File: src/rtl/uart_rx_pkg.sv
// uart_rx_pkg: shared types and constants for the UART receive engine.
package uart_rx_pkg;

    typedef enum logic [2:0] {
        IDLE,
        START,
        DATA,
        PARITY,
        STOP,
        WAIT_IDLE
    } rx_state_t;

    localparam int unsigned PAR_NONE = 0;
    localparam int unsigned PAR_ODD  = 1;
    localparam int unsigned PAR_EVEN = 2;

    // Bit positions inside rd_err
    localparam int unsigned ERR_FRAME  = 0;
    localparam int unsigned ERR_PARITY = 1;

    function automatic logic maj3(input logic a, input logic b, input logic c);
        return (a & b) | (a & c) | (b & c);
    endfunction

endpackage

File: src/rtl/uart_rx_fifo.sv
// uart_rx_fifo: synchronous FIFO with wrap-bit pointers; read data is the
// head entry, forced to zero while empty.
module uart_rx_fifo
    import uart_rx_pkg::*;
#(
    parameter int unsigned WIDTH = 10,
    parameter int unsigned DEPTH = 4
) (
    input  logic             clk,
    input  logic             reset_n,
    input  logic             i_wr_en,
    input  logic [WIDTH-1:0] i_wr_data,
    input  logic             i_rd_en,
    output logic [WIDTH-1:0] o_rd_data,
    output logic             o_full,
    output logic             o_empty
);

    localparam int unsigned AW = $clog2(DEPTH);

    logic [WIDTH-1:0] r_mem [DEPTH];
    logic [AW:0]      r_wptr;
    logic [AW:0]      r_rptr;
    logic             w_do_rd;
    logic             w_do_wr;

    assign o_empty = (r_wptr == r_rptr);
    assign o_full  = (r_wptr[AW] != r_rptr[AW]) && (r_wptr[AW-1:0] == r_rptr[AW-1:0]);
    assign w_do_rd = i_rd_en && !o_empty;
    // A pop in the same cycle frees the slot, so a write to a full FIFO is taken
    assign w_do_wr = i_wr_en && (!o_full || w_do_rd);
    assign o_rd_data = o_empty ? '0 : r_mem[r_rptr[AW-1:0]];

    // Pointer update
    always_ff @(posedge clk or negedge reset_n) begin
        if (!reset_n) begin
            r_wptr <= '0;
            r_rptr <= '0;
        end else begin
            if (w_do_wr) r_wptr <= r_wptr + 1'b1;
            if (w_do_rd) r_rptr <= r_rptr + 1'b1;
        end
    end

    // Storage write
    always_ff @(posedge clk) begin
        if (w_do_wr) r_mem[r_wptr[AW-1:0]] <= i_wr_data;
    end

endmodule

File: src/rtl/uart_rx_engine.sv
// uart_rx_engine: parametrised UART receiver with synchroniser, false-start
// rejection, per-frame error tags and a buffered ready/valid output.
// Optional macro UART_RX_MAJORITY_EN: 2-of-3 majority sampling around mid-bit,
// decision one cycle later than single-sample mode.
module uart_rx_engine
    import uart_rx_pkg::*;
#(
    parameter int unsigned CLK_PER_BIT = 434,
    parameter int unsigned DATA_BITS   = 8,
    parameter int unsigned PARITY_MODE = 0,
    parameter int unsigned STOP_BITS   = 1,
    parameter int unsigned FIFO_DEPTH  = 4
) (
    input  logic                 clk,
    input  logic                 reset_n,
    input  logic                 rx,
    output logic [DATA_BITS-1:0] rd_data,
    output logic [1:0]           rd_err,
    output logic                 rd_valid,
    input  logic                 rd_ready,
    output logic                 overrun,
    input  logic                 clr_overrun,
    output logic                 busy
);

    localparam int unsigned CNT_W = $clog2(CLK_PER_BIT);
    localparam int unsigned HALF  = CLK_PER_BIT / 2;
    // r_cnt reads 0 one cycle after start detection, so mid sits at HALF-1
`ifdef UART_RX_MAJORITY_EN
    localparam int unsigned START_AT = HALF;
`else
    localparam int unsigned START_AT = HALF - 1;
`endif
    localparam int unsigned BIT_AT    = CLK_PER_BIT - 1;
    localparam int unsigned LAST_BIT  = DATA_BITS - 1;
    localparam int unsigned LAST_STOP = STOP_BITS - 1;

    logic                 r_sync1;
    logic                 r_sync2;
    logic                 w_rx_s;
    logic                 w_bit;
    rx_state_t            r_state, w_state_nxt;
    logic [CNT_W-1:0]     r_cnt, w_cnt_nxt;
    logic [3:0]           r_bit_idx, w_bit_idx_nxt;
    logic                 r_stop_idx, w_stop_idx_nxt;
    logic [DATA_BITS-1:0] r_data, w_data_nxt;
    logic                 r_perr, w_perr_nxt;
    logic                 r_ferr, w_ferr_nxt;
    logic                 w_at_bit;
    logic                 w_par_x;
    logic                 w_wr_en;
    logic [1:0]           w_wr_err;
    logic [DATA_BITS+1:0] w_wr_data;
    logic [DATA_BITS+1:0] w_rd_word;
    logic                 w_full;
    logic                 w_empty;
    logic                 w_pop;
    logic                 r_overrun;

    assign w_rx_s = r_sync2;

    // Two-flop synchroniser, idle-high after reset
    always_ff @(posedge clk or negedge reset_n) begin
        if (!reset_n) begin
            r_sync1 <= 1'b1;
            r_sync2 <= 1'b1;
        end else begin
            r_sync1 <= rx;
            r_sync2 <= r_sync1;
        end
    end

`ifdef UART_RX_MAJORITY_EN
    logic [1:0] r_hist;

    // Keep the two previous rx_s samples for the 3-sample vote
    always_ff @(posedge clk or negedge reset_n) begin
        if (!reset_n) r_hist <= 2'b11;
        else          r_hist <= {r_hist[0], w_rx_s};
    end

    assign w_bit = maj3(r_hist[1], r_hist[0], w_rx_s);
`else
    assign w_bit = w_rx_s;
`endif

    assign w_at_bit = (r_cnt == CNT_W'(BIT_AT));
    assign w_par_x  = ^{r_data, w_bit};

    // FSM and datapath registers
    always_ff @(posedge clk or negedge reset_n) begin
        if (!reset_n) begin
            r_state    <= IDLE;
            r_cnt      <= '0;
            r_bit_idx  <= '0;
            r_stop_idx <= 1'b0;
            r_data     <= '0;
            r_perr     <= 1'b0;
            r_ferr     <= 1'b0;
        end else begin
            r_state    <= w_state_nxt;
            r_cnt      <= w_cnt_nxt;
            r_bit_idx  <= w_bit_idx_nxt;
            r_stop_idx <= w_stop_idx_nxt;
            r_data     <= w_data_nxt;
            r_perr     <= w_perr_nxt;
            r_ferr     <= w_ferr_nxt;
        end
    end

    // Next-state, bit sampling and frame write request
    always_comb begin
        w_state_nxt    = r_state;
        w_cnt_nxt      = r_cnt + CNT_W'(1);
        w_bit_idx_nxt  = r_bit_idx;
        w_stop_idx_nxt = r_stop_idx;
        w_data_nxt     = r_data;
        w_perr_nxt     = r_perr;
        w_ferr_nxt     = r_ferr;
        w_wr_en        = 1'b0;
        w_wr_err       = '0;
        case (r_state)
            IDLE: begin
                if (!w_rx_s) begin
                    w_state_nxt = START;
                    w_cnt_nxt   = '0;
                end
            end
            START: begin
                if (r_cnt == CNT_W'(START_AT)) begin
                    w_cnt_nxt = '0;
                    if (w_bit) begin
                        w_state_nxt = IDLE;
                    end else begin
                        w_state_nxt    = DATA;
                        w_bit_idx_nxt  = '0;
                        w_stop_idx_nxt = 1'b0;
                        w_perr_nxt     = 1'b0;
                        w_ferr_nxt     = 1'b0;
                    end
                end
            end
            DATA: begin
                if (w_at_bit) begin
                    w_cnt_nxt     = '0;
                    w_data_nxt    = {w_bit, r_data[DATA_BITS-1:1]};
                    w_bit_idx_nxt = r_bit_idx + 4'd1;
                    if (r_bit_idx == 4'(LAST_BIT))
                        w_state_nxt = (PARITY_MODE != PAR_NONE) ? PARITY : STOP;
                end
            end
            PARITY: begin
                if (w_at_bit) begin
                    w_cnt_nxt   = '0;
                    w_perr_nxt  = (PARITY_MODE == PAR_ODD) ? ~w_par_x : w_par_x;
                    w_state_nxt = STOP;
                end
            end
            STOP: begin
                if (w_at_bit) begin
                    w_cnt_nxt      = '0;
                    w_ferr_nxt     = r_ferr | ~w_bit;
                    w_stop_idx_nxt = 1'b1;
                    if (r_stop_idx == 1'(LAST_STOP)) begin
                        w_wr_en              = 1'b1;
                        w_wr_err[ERR_FRAME]  = r_ferr | ~w_bit;
                        w_wr_err[ERR_PARITY] = r_perr;
                        w_state_nxt = (r_ferr | ~w_bit) ? WAIT_IDLE : IDLE;
                    end
                end
            end
            WAIT_IDLE: begin
                if (w_rx_s) w_state_nxt = IDLE;
            end
            default: w_state_nxt = IDLE;
        endcase
    end

    assign w_wr_data = {w_wr_err, r_data};
    assign w_pop     = !w_empty && rd_ready;

    uart_rx_fifo #(
        .WIDTH(DATA_BITS + 2),
        .DEPTH(FIFO_DEPTH)
    ) u_fifo (
        .clk      (clk),
        .reset_n  (reset_n),
        .i_wr_en  (w_wr_en),
        .i_wr_data(w_wr_data),
        .i_rd_en  (rd_ready),
        .o_rd_data(w_rd_word),
        .o_full   (w_full),
        .o_empty  (w_empty)
    );

    // Sticky overrun; a drop in the same cycle wins over the clear
    always_ff @(posedge clk or negedge reset_n) begin
        if (!reset_n)                        r_overrun <= 1'b0;
        else if (w_wr_en && w_full && !w_pop) r_overrun <= 1'b1;
        else if (clr_overrun)                r_overrun <= 1'b0;
    end

    assign rd_data  = w_rd_word[DATA_BITS-1:0];
    assign rd_err   = w_rd_word[DATA_BITS+1:DATA_BITS];
    assign rd_valid = !w_empty;
    assign overrun  = r_overrun;
    assign busy     = (r_state != IDLE) && (r_state != WAIT_IDLE);

endmodule

File: config.mk
export PLATFORM = sky130hd
export DESIGN_NAME = uart_rx_engine
export DESIGN_NICKNAME = d
export VERILOG_FILES = /design/src/rtl/uart_rx_pkg.sv /design/src/rtl/uart_rx_fifo.sv /design/src/rtl/uart_rx_engine.sv
export SDC_FILE = /design/constraint.sdc
export NUM_CORES = 1
export LEC_CHECK = 0
export CORE_MARGIN = 5
export CORE_UTILIZATION = 50
export DETAILED_ROUTE_END_ITERATION = 6
export PLACE_DENSITY_LB_ADDON = 0.3
export SLEW_MARGIN = 20
export SYNTH_ARGS = -nofsm -noshare
export SYNTH_HDL_FRONTEND = slang
export SYNTH_SLANG_ARGS = --single-unit
File: constraint.sdc
create_clock -name clk -period 2.1 [get_ports clk]
set_input_delay 0.42 -clock clk [delete_from_list [all_inputs] [get_ports clk]]
set_output_delay 0.42 -clock clk [all_outputs]
set_load 0.02 [all_outputs]
# --- Word-level counts from Yosys, hierarchy flattened ---
# Memories as Yosys holds them, arrays and structs flattened.
# Cells that the tools add are included.
# Widths: inputs -> output; s select.
totals:
  ff_bits: 36
  wordCells: 101
  inputBits: 5
  ramBits: 40
  mem_count: 1
  out_inout_bits: 13
op_classes:
  eq_ne: 21
  n_bitwise: 2
  reduce_logical: 23
  add_sub_neg: 4
  n_mux: 38
memory_table:
  columns: ["name", "depth", "width", "rd", "rd_ports_with_merged_regs", "write_ports", "line", "rtl"]
  rows:
  - ["u_fifo.r_mem", 4, 10, 1, 0, 1, "uart_rx_fifo.sv:21", "logic [WIDTH-1:0] r_mem [DEPTH];"]
op_table:
  columns: ["op", "n"]
  rows:
  - ["$mux 3", 9]
  - ["$mux 9", 3]
  - ["$pmux 9 s3", 1]
  - ["$ne 2x2->1 const B", 9]
  - ["$pmux 3 s6", 1]
  - ["$mux 1", 12]
  - ["$mux 4", 3]
  - ["$reduce_and 4->1", 3]
  - ["$mux 10", 1]
  - ["$add 9x1->9 const B", 1]
  - ["$eq 9x8->1 const B", 1]
  - ["$eq 9x9->1 const B", 1]
  - ["$reduce_xor 9->1", 1]
  - ["$mux 2", 4]
  - ["$pmux 4 s2", 1]
  - ["$reduce_and 8->1", 1]
  - ["$reduce_bool 2->1", 4]
  - ["$add 3x1->3 const B", 2]
  - ["$eq 3x2->1 const B", 2]
  - ["$eq 3x3->1 const B", 2]
  - ["$logic_and 1x1->1", 6]
  - ["$pmux 1 s2", 3]
  - ["$add 4x1->4 const B", 1]
  - ["$eq 4x3->1 const B", 1]
  - ["13 further kinds", 15]

# --- Depth between registers and ports, before layout ---
depth:
  word_depth: 7
  mapped_depth: 8
  mapped_depth_nobuf: 7

# --- Modules after synthesis ---
# From an unflattened synthesis, not the netlist that was laid out.
unflattened:
  hier_cells: 269
  hier_area_um2: 3515.9
modules_own_cells:
  columns: ["mod", "n_inst", "seq_area_each_um2", "cells_each", "area_each_um2"]
  rows:
  - ["uart_rx_fifo", 1, 1351.3, 98, 1931.9]
  - ["uart_rx_engine", 1, 753.2, 171, 1584.0]

# --- Worst setup path after synthesis ---
# OpenSTA, ideal clock, no wires.
synth_path:
  path_type: "register to register"
  startpoint: "register r_state[0]"
  endpoint: "memory u_fifo.r_mem[3][0], enable pin"
  slack_ns: 0.076
  n_path_buf: 1
  t_required_ns: 1.749
  path_stages_with_launch: 6
  t_arrival_ns: 1.673
  setup_time_ns: 0.351
  period_less_slack_ns: 2.024
  path_cell_list: "dfrtp_1 > buf_2 > nor4b_1 > nand4_1 > nor2_1 > and2_1"
synth_between:
  elab_chain_cells: 5
synth_rtl:
  columns: ["element", "line", "rtl"]
  rows:
  - ["from (decl)", "uart_rx_engine.sv:42", "rx_state_t r_state, w_state_nxt;"]
  - ["from (signal assigned)", "uart_rx_engine.sv:101", "r_state <= w_state_nxt;"]
  - ["$eq 3x3->1", "uart_rx_engine.sv:122", "case (r_state)"]
  - ["$mux 1", "uart_rx_engine.sv:122", null]
  - ["$logic_and 1x1->1", "uart_rx_fifo.sv:31", "assign w_do_wr = i_wr_en && (!o_full || w_do_rd);"]
  - ["$mux 1", "uart_rx_fifo.sv:47", "if (w_do_wr) r_mem[r_wptr[AW-1:0]] <= i_wr_data;"]
  - ["$mux 1 (not written as such)", "uart_rx_fifo.sv:47", null]
  - ["to (decl)", "uart_rx_fifo.sv:21", null]
# No other way between the ends.

# --- Worst setup path in the final report ---
layout_path:
  startpoint: "register u_fifo.r_rptr[0]"
  endpoint: "output rd_data[3]"
layout_between:
  elab_chain_cells: 2
  elab_cells_between_ends: 3
  cone_classes: "eq/ne: 1; mux: 1; memory: 1"
layout_rtl:
  columns: ["element", "line", "rtl"]
  rows:
  - ["from (decl)", "uart_rx_fifo.sv:23", "logic [AW:0] r_rptr;"]
  - ["from (signal assigned)", "uart_rx_fifo.sv:41", "if (w_do_rd) r_rptr <= r_rptr + 1'b1;"]
  - ["$mem_v2 4x10 / $eq 3x3->1 (equally long branches)", null, null]
  - ["$mux 10 (*)", "uart_rx_fifo.sv:32", "assign o_rd_data = o_empty ? '0 : r_mem[r_rptr[AW-1:0]];"]
  - ["to (decl)", "uart_rx_engine.sv:17", "output logic [DATA_BITS-1:0] rd_data,"]
# Mark *: on every way between the ends. The rest lies on a longest branch, timed or not.

==> impl_metrics.yaml <==
sta:
  rsz0062_at_grt: "true"
  relSlewSlack_pct: 61.1
  drv_slew: 0
  clock_skew_ps: 9.81
  hold_viol_final: 0
  final.period_utilization_pct: 103
  fin_ws_ps: -58.3
  setup_violations: 9
  whs_ps: 55.4
  tightest_slew_ps: 584
  fmax_mhz: 463
  period_needed_ps: 2160
logic_synthesis:
  ys_seq_area_share_pct: 61.1
  post-synth-top-area-fraction_pct: 34.9
  synth_top_cells_by_area: "edfxtp_1 35%, dfrtp_1 25%, mux4_2 6.5%"
  synth.cell_area_um2: 3440
  synth_area_per_cell_um2: 13.8
  synth_area_leader_cell: "edfxtp_1"
  synthCells: 249
  ys_types: 42
  synth_fp_nets: 263
  ys_warn_count: 0
  yosys_register_bits: 76
global_route:
  antenna_found_initial: 0
  overflow: 0
  grt_use_total_pct: 15.9
  grt_pass1_wl_mm: 10.5
  grt_pass1_vias: 2185
  grt_max_degree: 27
status:
  status: "finished with violations"
  violations: "negative setup slack"
placement:
  placed_area_um2: 3920
  hpwlAfterDp_mm: 4.20
  port-buffer-count: 17
  gp_congestion: 0.849
final_layout:
  antennaDiodeCount: 0
  drive_gt1_share_pct: 34.3
  multiInputGateArea_um2: 1310
  syn_to_final_growth_pct: 21.5
  nets: 315
  final_common_cell: "edfxtp_1"
  design_area_um2: 4180
  layout_common_cells: "40 x edfxtp_1, 33 x dfrtp_1, 29 x buf_4, 18 x nor2_1, 15 x xnor2_1"
  fillers: 532
  register_area_um2: 2110
routing:
  first_iter_violations: 136
  drt-total-wl_mm: 6.01
  wire_per_inst_um: 15.6
  first_pass_iters: 4
  viasPerCell: 5.35
  ant_nets: 0
  drc: 0
  vias: 2065
hold_path:
  hold_class: "in2async"
clock_network:
  cts_tree: "done"
  clk_pin_slew_ps: 90
  numCtsBuffers: 9
  clk_latency_ps: 350
  h-tree-depth: 3
  clock_sinks: 76
  cts_buffer_depth: 2
  root_buffer: "clkbuf_8"
power_and_ir_drop:
  p_leak_nw: 1.84
  vdd_drop_max_mv: 0.434
  p_total_w: 0.00322
  powerDensity_nw_per_um2: 769
floorplan:
  dieWidth_um: 93.0
  start_util_pct: 51.0
  rows: 30
  die_area_um2: 8650
  io_pins: 18
  coreArea_um2: 6760
  die_h_um: 93.0
setup_path:
  r2r-start: "r_cnt[1]"
  cp.arrival_ps: 1740
  crit_required_ps: 1680
  worst-r2r-cell-count: 7
  startpoint_type: "register"
  crit_type: "reg2out"
  critPathMaxFanout: 5
  worstSetupStartpoint: "u_fifo.r_rptr[0]"
  crit_path_end_kind: "output pin"
run:
  cap_violations: 0
==> per-layer routing <==
| layer | wire [um] | global-route usage, % |
|---|---|---|
| met1 | 2670 | 20.7 |
| met2 | 3010 | 25.6 |
| met3 | 215 | 2.82 |
| met4 | 116 | 8.42 |
| met5 | 0 | 0 |
==> worst max-delay path, stage by stage, from the launching register on <==
cell and delay [ps]:
dfrtp_2 440, buf_6 160, mux4_2 510, and2_4 150, buf_6 120
==> flip-flops by register name, summed over array words and instances, names as in the netlist <==
name / cells
overrun: 1
r_bit_idx: 4
r_cnt: 9
r_data: 8
r_ferr: 1
r_perr: 1
r_state: 3
r_stop_idx: 1
r_sync1: 1
r_sync2: 1
u_fifo.r_mem: 40
u_fifo.r_rptr: 3
u_fifo.r_wptr: 3
==> where the power goes <==
group | internal [W] | switching [W]
clock | 0.000460 | 0.000604
sequential | 0.00159 | 0.0000406
combinational | 0.000269 | 0.000249
total | 0.00232 | 0.000894
==> cell type report <==
| cell class | instances | share of cell area (%) |
|---|---|---|
| Sequential cell | 76 | 50.3 |
| Clock buffer | 9 | 2.96 |
| Multi-Input combinational cell | 154 | 31.2 |
| Timing Repair Buffer | 50 | 10.6 |
| Tap cell | 80 | 2.39 |
| Clock inverter | 7 | 1.56 |
| Inverter | 10 | 0.897 |
==> Yosys cell counts <==
cell	number
and4_1	1
edfxtp_1	40
o22ai_1	1
and3b_1	1
buf_2	3
o21ai_0	6
nand4_1	5
clkbuf_1	5
nor3b_1	1
o31ai_1	1
nor4b_1	1
nand3b_1	2
and4bb_1	1
nor2b_1	4
dfstp_2	2
a311o_1	1
mux2_2	10
a21o_1	1
dfrtp_1	34
mux4_2	10
xor2_1	10
a21oi_1	2
nor2_1	20
nand2b_1	2
a32o_1	1
and3_1	2
mux2_4	1
mux2i_1	2
o311a_1	2
a211oi_1	2
or3_1	1
nand3_1	8
xnor2_1	15
ha_1	9
nor4_1	1
buf_6	1
and4bb_2	1
nor3_1	1
a22o_1	1
and2_1	15
nand2_1	12
inv_1	10
==> cells by family after synthesis <==
| group | count (synthesis) | share of synthesized area, % |
|---|---|---|
| xor+xnor | 25 | 6.36 |
| fa+ha+maj | 9 | 3.27 |
| flops | 76 | 61.1 |
| mux | 23 | 10.8 |
| buf+inv | 19 | 2.40 |
| compound gates | 18 | 3.63 |
| simple gates | 79 | 12.4 |
==> path summary, 6_finish.rpt <==
check	endpoint	slack (ps)
worst max-delay path	rd_data[3]	-60
worst min-delay path	overrun	60
worst max register to register	r_state[2]	130
worst min register to register	r_sync2	360
max in group asynchronous	u_fifo.r_rptr[0]	1510
min in group clk	r_sync2	360
==> through the flow <==
stage | setup TNS [ps] | util, % | instances | setup WS, ps
after floorplan | 0 | - | 249 | 75.7
after global placement | -4970 | 58.0 | 369 | -145
after detailed placement | -4990 | 58.0 | 369 | -146
after CTS | -643 | 61.6 | 386 | -115
after global routing | -1140 | 61.9 | 386 | -132
final | -361 | 61.9 | 386 | -58.3
==> repair_timing <==
item,4_1_cts,5_1_grt
endpoints found under the hold margin,0,0
setup buffers,1,0
resized for setup,81,9
pin swaps,1,8
hold buffers,0,0
setup endpoints to repair,42,61
No activity file was read; power rests on OpenSTA's default activity.
